<file path="config.mk">
export PLATFORM = sky130hd
export DESIGN_NAME = data_ram
export DESIGN_NICKNAME = d
export VERILOG_FILES = /design/src/rtl/cpu_pkg.sv /design/src/rtl/data_ram.sv
export SDC_FILE = /design/constraint.sdc
export NUM_CORES = 2
export LEC_CHECK = 0
export CAP_MARGIN = 20
export CELL_PAD_IN_SITES_DETAIL_PLACEMENT = 0
export CELL_PAD_IN_SITES_GLOBAL_PLACEMENT = 1
export CORE_MARGIN = 1.5
export CORE_UTILIZATION = 25
export CTS_CLUSTER_DIAMETER = 120
export DETAILED_ROUTE_END_ITERATION = 16
export GPL_ROUTABILITY_DRIVEN = 0
export PLACE_DENSITY_LB_ADDON = 0.1
export SYNTH_ARGS = -nofsm -noshare
export SYNTH_HDL_FRONTEND = slang
export SYNTH_SLANG_ARGS = --single-unit
</file>
<file path="constraint.sdc">
create_clock -name CLK -period 4.26 [get_ports CLK]
set_input_delay 0.426 -clock CLK [delete_from_list [all_inputs] [get_ports CLK]]
set_output_delay 0.426 -clock CLK [all_outputs]
set_load 0.02 [all_outputs]
</file>
<file path="src/rtl/cpu_pkg.sv">
// Shared datapath constants and types for the processor core.
package cpu_pkg;

    localparam int DATA_W = 8;
    localparam int ADDR_W = 8;
    localparam int DEPTH  = 1 << ADDR_W;

    typedef logic [DATA_W-1:0] word_t;

endpackage

</file>
<file path="src/rtl/data_ram.sv">
// 256 x 8 data memory: combinational read at DataSrcA, synchronous write of DataSrcA to DataSrcB.
// Flop-based so that a synchronous reset can clear every word.
module data_ram
    import cpu_pkg::*;
(
    input  logic              CLK,
    input  logic              Reset,
    input  logic              MemRead,
    input  logic              MemWrite,
    input  logic [DATA_W-1:0] DataSrcA,
    input  logic [ADDR_W-1:0] DataSrcB,
    output logic [DATA_W-1:0] DataMemOut
);

    // Name is relied upon by benches that preload contents hierarchically.
    word_t data_memory [DEPTH];

    // Reset wins over a coincident write.
    always_ff @(posedge CLK) begin
        if (Reset) begin
            for (int i = 0; i < DEPTH; i++) begin
                data_memory[i] <= '0;
            end
        end else if (MemWrite) begin
            data_memory[DataSrcB] <= DataSrcA;
        end
    end

    always_comb begin
        DataMemOut = '0;
        if (MemRead) begin
            DataMemOut = data_memory[DataSrcA];
        end
    end

endmodule

</file>
==> results.json <==
{
  "vdd_drop_max_uv": 285,
  "ys_async_sr_fraction_pct": 0,
  "cpPeakStageDelay_ns": 0.59,
  "syn_inst": 6650,
  "maxSlewViolCount": 0,
  "clock_sink_count": 2048,
  "cts_tree": "built",
  "synth_most_common_cell": "edfxtp_1",
  "min_path_cells": 2,
  "p_int_uw": 37400,
  "clk_pin_slew_ns": 0.05,
  "fin_area_sq_um": 112000,
  "detail-route-antenna-nets": 0,
  "rsz0062_at_grt": "no",
  "post_dp_cell_area_sq_um": 104000,
  "drv_cap": 0,
  "crit_family": "simple AND/OR/NAND/NOR gates",
  "vias_per_cell": 4.90,
  "fin_cells": 11941,
  "crit_fanout": 55,
  "antenna_found_initial": 30,
  "power_frac_seq_pct": 47.0,
  "start_util_pct": 25.1,
  "grt_use_total_pct": 19.0,
  "clock.fmax_ghz": 0.237,
  "grt_pass1_wl_mm": 514,
  "fillers": 38147,
  "synth_area_leader_cell": "edfxtp_1",
  "ys_ff_latch": 2048,
  "grt_max_degree": 129,
  "synth-edff-count": 2048,
  "dr.first_iter.drc_count": 4768,
  "drive_above_1_share_pct": 22.9,
  "nNetsFinal": 6738,
  "cp_data_arrival_time_ns": 3.79,
  "crit_type": "in -> out",
  "yosysTopAreaCellShare_pct": 64.7,
  "utilization_pct": 29.6,
  "yosys_most_used_dff": "edfxtp_1",
  "synth_cell_types": 62,
  "rows": 226,
  "cts_buffer_depth": 4,
  "io_pins": 28,
  "required_ns": 3.83,
  "numCtsBuffers": 268,
  "syn-num-nets": 6670,
  "avgSynthCellArea_sq_um": 14.3,
  "crit_path_top_delay_cell": "nand4_1",
  "routedWlPerCell_microns": 30.9,
  "regMostFlops": "data_memory",
  "tightestPinTransition_ns": 1.16,
  "overflow": 0,
  "drtPass1Iterations": 6,
  "dp_cells": 11462,
  "route.detailed.drc": 0,
  "port_buffers": 27,
  "clkPwrFrac_pct": 44.2,
  "fp.dieH_microns": 620,
  "syn_area_sq_um": 95100,
  "die_x_microns": 620,
  "p_sw_share_pct": 25.0,
  "slew-limit-headroom_pct": 22.3,
  "num_vias": 58473,
  "largest_reg_flops": 2048,
  "power.density_nw_per_um2": 445,
  "post_cts.repair.setup_buffers": 0,
  "dp_hpwl_mm": 242,
  "outcome": "completed",
  "yosys_warnings": 0,
  "cp-start-kind": "input pin",
  "path_buf_inv": 5,
  "hold_class": "in -> reg",
  "grt_pass1_vias": 60407,
  "synthTopCellsByArea": "edfxtp_1, mux4_2, and2_1",
  "multi_input_area_sq_um": 30600,
  "wirelength_mm": 369,
  "root_buffer": "clkbuf_16",
  "synth.top_cells.by_count": "edfxtp_1, nor3_1, and2_1, clkbuf_1, mux4_2",
  "reg.largest.list": "data_memory (2048)",
  "period_needed_ns": 4.22,
  "hold_violations": 0,
  "p_leak_uw": 0.0362,
  "seqCellArea_sq_um": 61500,
  "core_sq_um": 379000,
  "yosysSeqAreaShare_pct": 64.7,
  "die-area_sq_um": 384000,
  "worst_hold_startpoint": "DataSrcA[7]",
  "layout_worst_path_cycle_share_pct": 99.0,
  "setup_viol": 0,
  "cp_cell_sequence": "buf_8 > buf_12 > nor2_4 > buf_4 > a22o_1 > nor2_2 > o21ai_1 > nand4_1 > o31ai_2 > buf_4 > buf_12",
  "combPwrFrac_pct": 8.8,
  "p_sw_uw": 12500,
  "endpoint_kind": "primary output",
  "syn_to_final_growth_pct": 17.8,
  "hold_path_end": "data_memory[39][7]",
  "htree_levels": 5
}
[power groups by stage]
| stage | registers [uW] | clock network [uW] | logic [uW] |
|---|---|---|---|
| 2_1_floorplan | 23700 | 0 | 2290 |
| 5_1_grt | 23500 | 23300 | 4610 |
| 6_report | 23400 | 22000 | 4400 |
| 3_3_place_gp | 23800 | 0 | 4490 |
| 4_1_cts | 23400 | 22600 | 4500 |
| 3_5_place_dp | 23800 | 0 | 4470 |
[final cells by class]
| cell class | count | share of cell area [%] |
|---|---|---|
| Multi-Input combinational cell | 3877 | 27.3 |
| Sequential cell | 2048 | 54.9 |
| Clock buffer | 335 | 6.40 |
| Tap cell | 5016 | 5.60 |
| Timing Repair Buffer | 519 | 4.74 |
| Antenna cell | 8 | 0.0179 |
| Inverter | 4 | 0.0402 |
| Clock inverter | 134 | 0.975 |
[cell usage in the layout (no fill, tap or decap), drive strengths merged, types with 8 or more instances in the layout]
| cell | instances |
|---|---|
| a211oi | 19 |
| a21oi | 47 |
| a22oi | 25 |
| a31oi | 15 |
| and2 | 1006 |
| and3 | 30 |
| buf | 507 |
| bufinv | 14 |
| clkbuf | 335 |
| clkdlybuf4s50 | 11 |
| clkinv | 110 |
| diode | 8 |
| edfxtp | 2048 |
| inv | 14 |
| mux2i | 239 |
| mux4 | 436 |
| nand2 | 77 |
| nand3 | 46 |
| nand4 | 16 |
| nor2 | 322 |
| nor2b | 14 |
| nor3 | 1051 |
| nor4 | 10 |
| o21ai | 47 |
| o21bai | 8 |
| o221ai | 82 |
| o22ai | 75 |
| or2 | 252 |
[layer usage]
| metal | GRT usage (%) | vias up | part of all wire [%] |
|---|---|---|---|
| li1 | - | 25452 | - |
| met3 | 2.35 | 386 | 4.5 |
| met5 | 0 | - | 0.0022 |
| met2 | 31.3 | 1430 | 48 |
| met1 | 26.5 | 31203 | 46 |
| met4 | 4.50 | 2 | 2.4 |
[cells by family after synthesis]
family	synth area share, %
mux	12.9
buf+inv	3.57
flops	64.7
simple gates	16.1
compound gates	2.72
[worst max-delay path by stage]
| stage | start | end | slack, ns | depth (start not counted) |
|---|---|---|---|---|
| after CTS | data_memory[140][1] | DataMemOut[1] | 0.005 | 9 |
| after global placement | DataSrcA[5] | DataMemOut[6] | -0.32 | 12 |
| final | DataSrcA[2] | DataMemOut[6] | 0.04 | 11 |
| after detailed placement | DataSrcA[1] | DataMemOut[6] | -0.31 | 12 |
| after floorplan | DataSrcA[0] | DataMemOut[4] | 1.32 | 10 |
| after global routing | DataSrcA[0] | DataMemOut[1] | 0.01 | 14 |
[through the flow]
| stage | worst slack [ns] | hold slack [ns] | total power, uW | setup TNS (ns) |
|---|---|---|---|---|
| 2_1_floorplan | 1.32 | 0.841 | 26000 | 0 |
| 3_3_place_gp | -0.320 | 0.855 | 28300 | -1.18 |
| 3_5_place_dp | -0.307 | 0.853 | 28300 | -0.751 |
| 4_1_cts | 0.00535 | 0.0729 | 50600 | 0 |
| 5_1_grt | 0.0138 | 0.125 | 51400 | 0 |
| 6_report | 0.0432 | 0.109 | 49900 | 0 |
[repair_timing]
action	CTS	global route
hold buffers	1	0
setup endpoints to repair	5	2
endpoints found under the hold margin	3	0
pin swaps	1	0
gates resized for setup	13	2
gates cloned	0	0
Note: power is estimated with default switching activity, not from simulation.
